--- src/rtl/if_fetch.sv ---
// if_fetch: instruction fetch stage with req/ack memory port and hold buffer.
// Define IF_PERF_CNT_EN to build the fetch/wait performance counters.
module if_fetch (
    input  logic        clk,
    input  logic        rst,
    input  logic [31:0] pc_i,
    input  logic        ce_i,
    input  logic [5:0]  stall,
    input  logic        flush,
    output logic        mem_req_o,
    output logic [31:0] mem_addr_o,
    input  logic        mem_ack_i,
    input  logic [31:0] mem_data_i,
    output logic        stallreq_o,
    output logic [31:0] id_pc_o,
    output logic [31:0] id_inst_o,
    output logic [31:0] fetch_cnt_o,
    output logic [31:0] wait_cnt_o
);

    typedef enum logic [1:0] {
        IDLE,
        BUSY,
        DROP
    } state_t;

    state_t      state;
    state_t      state_nxt;
    logic [31:0] req_addr;
    logic        hold_valid;
    logic [31:0] hold_pc;
    logic [31:0] hold_inst;
    logic        req;
    logic        deliver;
    logic        latch_req;
    logic        st_bubble;
    logic        st_hold;
    logic        st_run;
    logic        unused_stall;

    assign unused_stall = ^{stall[5:3], stall[0]};

    always_ff @(posedge clk or negedge rst) begin
        if (!rst) begin
            state    <= IDLE;
            req_addr <= 32'h0;
        end else begin
            state <= state_nxt;
            if (latch_req) begin
                req_addr <= pc_i;
            end
        end
    end

    always_comb begin
        state_nxt  = state;
        req        = 1'b0;
        mem_addr_o = req_addr;
        deliver    = 1'b0;
        latch_req  = 1'b0;
        unique case (state)
            IDLE: begin
                req        = ce_i & ~flush & ~hold_valid;
                mem_addr_o = pc_i;
                if (req) begin
                    if (mem_ack_i) begin
                        deliver = 1'b1;
                    end else begin
                        latch_req = 1'b1;
                        state_nxt = BUSY;
                    end
                end
            end
            BUSY: begin
                req = 1'b1;
                if (mem_ack_i) begin
                    state_nxt = IDLE;
                    deliver   = ~flush;
                end else if (flush | ~ce_i) begin
                    state_nxt = DROP;
                end
            end
            DROP: begin
                req = 1'b1;
                if (mem_ack_i) begin
                    state_nxt = IDLE;
                end
            end
            default: state_nxt = IDLE;
        endcase
    end

    // Memory sees no request at all while reset is held.
    assign mem_req_o  = req & rst;
    assign stallreq_o = (mem_req_o & ~mem_ack_i) | (state == DROP);

    assign st_bubble = ~flush & stall[1] & ~stall[2];
    assign st_hold   = ~flush & stall[1] & stall[2];
    assign st_run    = ~flush & ~stall[1];

    always_ff @(posedge clk or negedge rst) begin
        if (!rst) begin
            id_pc_o    <= 32'h0;
            id_inst_o  <= 32'h0;
            hold_valid <= 1'b0;
            hold_pc    <= 32'h0;
            hold_inst  <= 32'h0;
        end else begin
            unique case (1'b1)
                flush: begin
                    id_pc_o    <= 32'h0;
                    id_inst_o  <= 32'h0;
                    hold_valid <= 1'b0;
                end
                st_bubble: begin
                    id_pc_o   <= 32'h0;
                    id_inst_o <= 32'h0;
                    if (deliver) begin
                        hold_valid <= 1'b1;
                        hold_pc    <= mem_addr_o;
                        hold_inst  <= mem_data_i;
                    end
                end
                st_hold: begin
                    if (deliver) begin
                        hold_valid <= 1'b1;
                        hold_pc    <= mem_addr_o;
                        hold_inst  <= mem_data_i;
                    end
                end
                st_run: begin
                    if (hold_valid) begin
                        id_pc_o    <= hold_pc;
                        id_inst_o  <= hold_inst;
                        hold_valid <= 1'b0;
                    end else if (deliver) begin
                        id_pc_o   <= mem_addr_o;
                        id_inst_o <= mem_data_i;
                    end else begin
                        id_pc_o   <= 32'h0;
                        id_inst_o <= 32'h0;
                    end
                end
                default: begin
                end
            endcase
        end
    end

`ifdef IF_PERF_CNT_EN
    logic [31:0] fetch_cnt;
    logic [31:0] wait_cnt;

    always_ff @(posedge clk or negedge rst) begin
        if (!rst) begin
            fetch_cnt <= 32'h0;
            wait_cnt  <= 32'h0;
        end else begin
            if (deliver) begin
                fetch_cnt <= fetch_cnt + 32'h1;
            end
            if (stallreq_o) begin
                wait_cnt <= wait_cnt + 32'h1;
            end
        end
    end

    assign fetch_cnt_o = fetch_cnt;
    assign wait_cnt_o  = wait_cnt;
`else
    assign fetch_cnt_o = 32'h0;
    assign wait_cnt_o  = 32'h0;
`endif

endmodule

--- config.mk ---
export PLATFORM = sky130hd
export DESIGN_NAME = if_fetch
export DESIGN_NICKNAME = d
export VERILOG_FILES = /design/src/rtl/if_fetch.sv
export SDC_FILE = /design/constraint.sdc
export NUM_CORES = 1
export LEC_CHECK = 0
export BUFFER_PORTS_ARGS = -buffer_cell sky130_fd_sc_hd__buf_2
export CORE_MARGIN = 2
export CORE_UTILIZATION = 35
export CTS_CLUSTER_DIAMETER = 200
export DETAILED_ROUTE_END_ITERATION = 8
export PLACE_DENSITY = 0.6
export SLEW_MARGIN = 10
export SYNTH_ARGS = -nofsm -noshare
export SYNTH_HDL_FRONTEND = slang
export SYNTH_SLANG_ARGS = --single-unit
--- constraint.sdc ---
create_clock -name clk -period 5.2 [get_ports clk]
set_input_delay 0 -clock clk [delete_from_list [all_inputs] [get_ports clk]]
set_output_delay 0 -clock clk [all_outputs]
set_load 0.05 [all_outputs]
==> results of run 1 <==
[layout make-up]
| type | count | area [um^2] | area share (%) |
|---|---|---|---|
| clock buffers | 20 | 457 | 4.70 |
| repair buffers | 242 | 1570 | 16.1 |
| flip-flops and latches | 163 | 4080 | 41.9 |
| diodes | 1 | 2.50 | 0.0257 |
| well taps | 280 | 350 | 3.60 |
| multi-input cells | 352 | 2980 | 30.7 |
| clock inverters | 12 | 148 | 1.52 |
| inverters | 38 | 143 | 1.47 |
[where the power goes]
part | leakage (nW) | switching (mW) | internal (mW)
Combinational | 2.28 | 1.33 | 0.729
Clock | 0.295 | 0.540 | 0.746
Sequential | 2.08 | 0.195 | 1.69
[Yosys cell counts, types with 4 or more instances]
master,count
sky130_fd_sc_hd__mux2i_1,32
sky130_fd_sc_hd__buf_4,68
sky130_fd_sc_hd__clkbuf_1,18
sky130_fd_sc_hd__buf_2,9
sky130_fd_sc_hd__a22oi_1,32
sky130_fd_sc_hd__mux2_1,6
sky130_fd_sc_hd__o2bb2ai_1,32
sky130_fd_sc_hd__inv_1,38
sky130_fd_sc_hd__o22ai_1,32
sky130_fd_sc_hd__buf_6,6
sky130_fd_sc_hd__dfrtp_1,163
sky130_fd_sc_hd__ha_1,4
sky130_fd_sc_hd__mux2_2,122
[registers in the layout (all words and copies together), names as in the netlist]
signal and count:
hold_inst 32, hold_pc 32, id_inst_o 32, id_pc_o 32, req_addr 32, state 2, hold_valid 1
[layer usage]
layer  share of wire (%)  GRT usage [%]  wire, um
met2                  48           26.4      8460
met4                0.95           4.09       169
met5               0.073              0        13
met1                  46           20.5      8150
met3                 5.2           4.51       916
[how the worst max path moves through the flow]
stage | start | endpoint | cells after the start
final | state[0] | req_addr[11] | 5
after global routing | state[1] | req_addr[31] | 5
after CTS | state[0] | req_addr[13] | 5
after detailed placement | state[0] | req_addr[13] | 5
after global placement | state[0] | req_addr[2] | 5
after floorplan | state[0] | stallreq_o | 5
[repair_timing]
action	in CTS	in global routing
hold endpoints to repair	143	0
hold buffers	65	0
setup endpoints to repair	0	0
[worst reg2reg max path, stage by stage (launching register included)]
cell                       delay (ns)
sky130_fd_sc_hd__dfrtp_1         0.41
sky130_fd_sc_hd__inv_1           0.11
sky130_fd_sc_hd__ha_2            0.91
sky130_fd_sc_hd__and4bb_2        0.39
sky130_fd_sc_hd__and2_2          0.75
sky130_fd_sc_hd__mux2_2          0.43
[cell usage in the layout (no fill, tap or decap), types with 2 or more instances in the layout]
master / synthesis / final
sky130_fd_sc_hd__clkbuf_8: 0 / 2
sky130_fd_sc_hd__o2bb2ai_1: 32 / 32
sky130_fd_sc_hd__conb_1: 1 / 64
sky130_fd_sc_hd__dlygate4sd3_1: 0 / 65
sky130_fd_sc_hd__mux2_2: 122 / 122
sky130_fd_sc_hd__clkbuf_16: 0 / 17
sky130_fd_sc_hd__mux2_1: 6 / 6
sky130_fd_sc_hd__inv_6: 0 / 2
sky130_fd_sc_hd__bufinv_16: 0 / 2
sky130_fd_sc_hd__nor2_1: 3 / 3
sky130_fd_sc_hd__inv_8: 0 / 2
sky130_fd_sc_hd__mux2i_1: 32 / 32
sky130_fd_sc_hd__ha_1: 4 / 3
sky130_fd_sc_hd__buf_2: 9 / 167
sky130_fd_sc_hd__and3b_1: 2 / 2
sky130_fd_sc_hd__inv_1: 38 / 38
sky130_fd_sc_hd__dfrtp_1: 163 / 162
sky130_fd_sc_hd__nor3_1: 3 / 3
sky130_fd_sc_hd__buf_4: 68 / 9
sky130_fd_sc_hd__o22ai_1: 32 / 32
sky130_fd_sc_hd__o21ai_0: 2 / 2
sky130_fd_sc_hd__clkinv_4: 0 / 4
sky130_fd_sc_hd__and2_2: 0 / 2
sky130_fd_sc_hd__a22oi_1: 32 / 32
[cell families after synthesis]
family	count (synthesis)
buf+inv	142
fa+ha+maj	4
mux	160
compound gates	106
simple gates	18
flops	163
other cells	1
==> impl_metrics.ini, run 1 <==
[outcome]
outcome = finished, final reports clean

[floorplanning]
floorplan.die.width_um = 152
placeableCoreArea_um2 = 21600
io_pins = 237
dieHeight_um = 152
start_util_pct = 35.4
design.die.area_um2 = 23100
rows = 54

[logic_synthesis]
synth.avg_cell_area_um2 = 12.9
synth_async_sr_flop_share_pct = 100
synth_largest_area_cell = sky130_fd_sc_hd__dfrtp_1
synth_simple_gate_area_share_pct = 1.45
synth-main-ff-cell = sky130_fd_sc_hd__dfrtp_1
synth_compound_gate_area_share_pct = 10.6
synth_top_family_by_area = multiplexers
synth_warnings = 0
netlist_area_um2 = 7660
synth-edff-count = 0
yosys.area_share.adder_pct = 0.653
yosys_register_bits = 163
fraction_of_synthesized_cell_area_in_xor_and_xnor_cells_pct = 0
seq_area_frac_synth_pct = 53.2
yosys-top-cells-area = sky130_fd_sc_hd__dfrtp_1 53%, sky130_fd_sc_hd__mux2_2 18%, sky130_fd_sc_hd__buf_4 6.7%
yosys.cell_types.count = 34
synthCells = 594
synth_top_area_share_pct = 53.2
synth.area.mux_share_pct = 23.0

[placed_design]
hpwl_um = 11000
finalWeightedCongestion = 0.719
placedInstanceArea_um2 = 8470
placedCellCount = 1010
io_buffer_count = 168
dpl_worst_slack_ns = 1.99

[global_routing]
groute.usage.overall_pct = 15.9
grt_start_max_net_pins = 69
grt_pass1_wl_um = 29600
grt_overflow_total = 0
grt_pass1_vias = 5441
initial_antenna_violation_count = 2

[final_layout]
fillCellCount = 2014
postLayoutCoreUtil_pct = 45.0
total_nets_final = 893
area.growth.synth_to_final_pct = 27.0
final_cell_count_no_fill = 1108
drive_gt1_share_pct = 40.7
final_design_area_no_fill_um2 = 9730

[setup_path]
rrSetupSlack_ns = 2.08
crit_arrival_ns = 3.42
worst_path_dominant_cell_family = simple AND/OR/NAND/NOR gates
cp.buffers_inverters = 1
cp_max_fo = 38
critical_path_required_ns = 5.50
critical_path.cell_chain = inv_1, ha_2, and4bb_2, and2_2, mux2_2
rr_startpoint = state[0]
critical_path_startpoint_category = flip-flop
critical-path-slowest-cell = sky130_fd_sc_hd__ha_2
critical_path.reg2reg.endpoint = req_addr[11]
r2r_cells = 5
timing.critical_path.slowest_cell_delay_ns = 0.91
timing.setup.critical_path_class = reg -> reg
end_kind = flip-flop

[sta]
fin_crit_sh_pct = 60.0
setup-violations-final = 0
hold_violations = 0
timing.max_slew.rel_slack_pct = 27.5
setup_total_negative_slack_ns = 0
fin_worst_hold_slack_ns = 0.0179
clk_skew_ns = 0.00768
fin_ws_ns = 2.08
report.final.slew_viol_count = 0
fmax_ghz = 0.320
final_period_minus_worst_setup_slack_ns = 3.12
rsz0062_at_grt = no
max_slew.worst_pin.slew_ns = 1.09

[pwr]
p_leak_nw = 4.65
total_power_mw = 5.23
peakVddDrop_uv = 208
power_density_normalized_to_cell_area_nw_per_um2 = 538

[clock_network]
cts_root_buffer = sky130_fd_sc_hd__clkbuf_16
cts_htree_levels = 4
cts_setup_buffers = 0
clockBufferDepth = 2
numCtsBuffers = 17
cts_num_sinks = 163
worst_setup_hold_path_clk_slew_ns = 0.07
worst_skew_pair.late_latency_ns = 0.41
postCtsResizedCells = 0
clock_tree_from_tritoncts = done

[route]
vias = 5228
drc_errors = 0
firstDrtPassIters = 4
drt.antenna.violating_nets = 0
route.detailed.vias_per_inst = 4.72
detailedRoute.firstIterationViolations = 178
drt-wirelength-per-cell_um = 16.0
totalWireLength_um = 17700

[flow_run]
max-cap-violations = 0

[worst_hold_path]
worstHoldPathType = in -> async
Power figures use the tool's default switching activity.
==> run 2: changes to the inputs <==
clock period = 2.99 ns   (was 5.2 ns; I/O delays follow)
==> impl_metrics.ini, run 2 (synthesized netlist as in run 1, its figures left out) <==
[route]
firstDrtPassIters = 4
drc_errors = 0
route.detailed.vias_per_inst = 4.71
vias = 5249
drt-wirelength-per-cell_um = 16.0
drt.antenna.violating_nets = 0
detailedRoute.firstIterationViolations = 193
totalWireLength_um = 17900

[global_routing]
grt_pass1_wl_um = 29700
grt_overflow_total = 0
grt_pass1_vias = 5431
initial_antenna_violation_count = 2
grt_start_max_net_pins = 70
groute.usage.overall_pct = 15.9

[setup_path]
timing.critical_path.slowest_cell_delay_ns = 0.45
critical-path-slowest-cell = sky130_fd_sc_hd__buf_4
cp.buffers_inverters = 3
crit_arrival_ns = 2.44
critical_path.cell_chain = inv_1, ha_2, buf_4, mux2_2, buf_2
setup.worst_path.start = state[1]
critical_path.reg2reg.endpoint = hold_inst[15]
cell_depth_of_the_worst_setup_path = 5
worst_path_dominant_cell_family = buffers and inverters
rr_startpoint = state[0]
r2r_cells = 6
cp-endpoint = mem_addr_o[22]
critical_path_startpoint_category = flip-flop
end_kind = output pin
critical_path_required_ns = 2.99
timing.setup.critical_path_class = reg -> out
rrSetupSlack_ns = 0.74
cp_max_fo = 27

[sta]
final_period_minus_worst_setup_slack_ns = 2.44
fin_crit_sh_pct = 81.7
setup-violations-final = 0
clk_skew_ns = 0.00750
max_slew.worst_pin.slew_ns = 0.621
setup_total_negative_slack_ns = 0
hold_violations = 0
fin_ws_ns = 0.549
fin_worst_hold_slack_ns = 0.0195
rsz0062_at_grt = no
fmax_ghz = 0.410
report.final.slew_viol_count = 0
timing.max_slew.rel_slack_pct = 58.6

[placed_design]
io_buffer_count = 168
hpwl_um = 11600
finalWeightedCongestion = 0.690
dpl_worst_slack_ns = 0.716
placedCellCount = 1017

[floorplanning]
design.die.area_um2 = 23100
placeableCoreArea_um2 = 21600
start_util_pct = 35.4
rows = 54
io_pins = 237
floorplan.die.width_um = 152
dieHeight_um = 152

[pwr]
total_power_mw = 9.03
peakVddDrop_uv = 399
p_leak_nw = 4.67
power_density_normalized_to_cell_area_nw_per_um2 = 925

[worst_hold_path]
holdPathStages = 4
worstHoldPathType = in -> reg

[final_layout]
total_nets_final = 900
mostFrequentLayoutCell = sky130_fd_sc_hd__buf_2
drive_gt1_share_pct = 40.6
multiInputGateArea_um2 = 2980
total_area_of_sequential_cells_um2 = 4080
fillCellCount = 1989
area.growth.synth_to_final_pct = 27.4
final_cell_count_no_fill = 1115
final_cell_mix = 167 x sky130_fd_sc_hd__buf_2, 162 x sky130_fd_sc_hd__dfrtp_1, 122 x sky130_fd_sc_hd__mux2_2

[clock_network]
cts_root_buffer = sky130_fd_sc_hd__clkbuf_16
cts_htree_levels = 4
cts_num_sinks = 163
worst_skew_pair.late_latency_ns = 0.41
worst_setup_hold_path_clk_slew_ns = 0.06
postCtsResizedCells = 0
numCtsBuffers = 17
clock_tree_from_tritoncts = done
clockBufferDepth = 2

[flow_run]
max-cap-violations = 0

[outcome]
outcome = finished, final reports clean
==> run 2: metrics by stage <==
stage	area (um^2)	util [%]
6_report	9760	45.2
3_3_place_gp	8550	39.5
4_1_cts	9760	45.1
3_5_place_dp	8550	39.5
2_1_floorplan	7900	-
5_1_grt	9760	45.1
==> run 2: worst min-delay path by stage <==
stage,start,end,slack (ns)
after floorplan,rst,hold_inst[0],-0.30
final,ce_i,state[1],0.02
after global placement,rst,id_inst_o[13],-0.02
after global routing,flush,id_pc_o[30],0.04
after detailed placement,rst,id_inst_o[13],-0.02
after CTS,ce_i,state[1],0.0007
==> run 2: final cells by class <==
cell class	instances	share of cell area [%]
repair buffers	249	16.8
inverters	38	1.46
diodes	1	0.0256
clock buffers	23	4.69
multi-input cells	352	30.5
flip-flops and latches	163	41.8
clock inverters	9	1.09
well taps	280	3.59
==> run 2: tightest hold or removal path, delay by kind of cell <==
family | cells | cell delay (ns)
AOI/OAI and AO/OA | 2 | 0.17
buffers and inverters | 1 | 0.13
and+or+nand+nor | 1 | 0.08
==> run 2: power by group <==
group / total, mW / internal, mW / switching (mW)
sequential: 3.29 / 2.94 / 0.344
clock: 2.14 / 1.25 / 0.891
combinational: 3.60 / 1.28 / 2.31
total: 9.03 / 5.48 / 3.55
==> run 2: what timing repair did <==
item / CTS / global route
hold endpoints to repair: 174 / 0
hold buffers: 65 / 0
setup buffers: 0 / 0
==> run 2: metal layers <==
layer	GRT usage, %	vias to the layer above	share of wire [%]
li1	-	2454	-
met1	20.9	2626	45
met2	26.2	156	48
met3	4.88	11	5.6
met4	3.38	2	0.79
met5	0	-	0.073
==> run 3: changes to the inputs <==
clock period = 2.25 ns   (was 2.99 ns; I/O delays follow)
==> impl_metrics.ini, run 3 (synthesized netlist as in run 1, its figures left out) <==
[placed_design]
finalWeightedCongestion = 0.728
hpwl_um = 11300
io_buffer_count = 168
dpl_worst_slack_ns = 0.293

[setup_path]
crit_arrival_ns = 2.07
critical-path-slowest-cell = sky130_fd_sc_hd__dfrtp_1
timing.critical_path.slowest_cell_delay_ns = 0.41
cp_max_fo = 26
critical_path_required_ns = 2.25
critical_path_startpoint_category = flip-flop
end_kind = output pin
critical_path.cell_chain = inv_1, ha_2, buf_12, mux2_2, buf_2
timing.setup.critical_path_class = reg -> out

[global_routing]
grt_pass1_vias = 5317
grt_overflow_total = 0
grt_most_used_layer = met2
grt_start_max_net_pins = 88
grt_pass1_wl_um = 29300
grt_use_met2_pct = 25.0
groute.usage.overall_pct = 15.8
grt_use_met1_pct = 21.5
initial_antenna_violation_count = 2
met3_layer_usage_reported_by_global_route_pct = 4.42

[clock_network]
clockBufferDepth = 2
cts_root_buffer = sky130_fd_sc_hd__clkbuf_16
clock_tree_from_tritoncts = done
cts_setup_buffers = 0
cts_num_sinks = 163
worst_setup_hold_path_clk_slew_ns = 0.07
cts_htree_levels = 4
numCtsBuffers = 17
worst_skew_pair.late_latency_ns = 0.41

[final_layout]
final_cell_mix = 167 x sky130_fd_sc_hd__buf_2, 162 x sky130_fd_sc_hd__dfrtp_1, 122 x sky130_fd_sc_hd__mux2_2
mostFrequentLayoutCell = sky130_fd_sc_hd__buf_2
area.growth.synth_to_final_pct = 28.4
fillCellCount = 2005
total_area_of_sequential_cells_um2 = 4080
total_nets_final = 904
postLayoutCoreUtil_pct = 45.5
multiInputGateArea_um2 = 2990
drive_gt1_share_pct = 41.5
n_antenna_cell = 0

[sta]
setup_total_negative_slack_ns = 0
fin_ws_ns = 0.183
final_period_minus_worst_setup_slack_ns = 2.07
fmax_ghz = 0.484
rsz0062_at_grt = no
timing.max_slew.rel_slack_pct = 60.7
hold_violations = 0
report.final.slew_viol_count = 0
max_slew.worst_pin.slew_ns = 0.589
clk_skew_ns = 0.00780
setup-violations-final = 0
fin_crit_sh_pct = 91.9
fin_worst_hold_slack_ns = 0.0235

[floorplanning]
dieHeight_um = 152
placeableCoreArea_um2 = 21600
floorplan.die.width_um = 152
start_util_pct = 35.4
rows = 54
io_pins = 237
design.die.area_um2 = 23100

[pwr]
total_power_mw = 12.0
peakVddDrop_uv = 544
p_leak_nw = 4.71
power_density_normalized_to_cell_area_nw_per_um2 = 1220

[route]
drc_errors = 0
totalWireLength_um = 18200
vias = 5280
drt.antenna.violating_nets = 0
firstDrtPassIters = 4
detailedRoute.firstIterationViolations = 236
route.detailed.vias_per_inst = 4.72
drt-wirelength-per-cell_um = 16.3

[worst_hold_path]
worstHoldPathType = in -> reg

[outcome]
outcome = finished, final reports clean

[flow_run]
max-cap-violations = 0
## run 3: cell types whose count changed in the layout (fill, tap and decap cells not counted), sizes merged
cell,before,now
inv,38,45
clkbuf,23,18
buf,184,187
bufinv,2,0
diode,1,0
dlygate4sd3,65,66
## run 3: through the flow
stage / cell area, um^2 / cells
2_1_floorplan: 7910 / 657
3_3_place_gp: 8620 / 1020
3_5_place_dp: 8620 / 1020
4_1_cts: 9830 / 1118
5_1_grt: 9830 / 1118
6_report: 9830 / 1118
## run 3: worst paths after layout
| path | start | endpoint | slack (ns) | depth (start not counted) |
|---|---|---|---|---|
| max in group asynchronous | rst | hold_pc[13] | 1.30 | 3 |
| hold / removal | ce_i | state[1] | 0.02 | 4 |
| setup reg to reg | state[0] | hold_inst[1] | 0.30 | 6 |
| setup / recovery | state[1] | mem_addr_o[22] | 0.18 | 5 |
| min in group asynchronous | rst | id_inst_o[15] | 0.04 | 2 |
| hold reg to reg | id_inst_o[21] | id_inst_o[21] | 0.48 | 1 |
## run 3: timing repair
item                                   4_1_cts  5_1_grt
resized for setup                            0        0
hold buffers                                66        0
endpoints found under the hold margin      257        0
## run 3: per-layer routing
metal  share of wire [%]  up-vias
met3                 5.9        8
met2                  47      166
met1                  47     2638
met5               0.071        -
li1                    -     2466
met4                0.62        2
## run 3: final cells by class
cell class | instances | area share [%]
Clock buffer | 18 | 4.47
Tap cell | 280 | 3.56
Clock inverter | 14 | 1.18
Timing Repair Buffer | 253 | 17.4
Multi-Input combinational cell | 352 | 30.4
Inverter | 38 | 1.45
Sequential cell | 163 | 41.5
## run 3: where the power goes
| group | switching, mW | internal (mW) |
|---|---|---|
| sequential | 0.460 | 3.91 |
| clock | 1.28 | 1.47 |
| combinational | 3.12 | 1.77 |
## run 3: worst max-delay path: cells and delay by family (launching register included)
kind / cells / cell delay (ns)
buffers and inverters: 3 / 0.57
adders and majority gates: 1 / 0.25
DFF: 1 / 0.41
muxes: 1 / 0.40
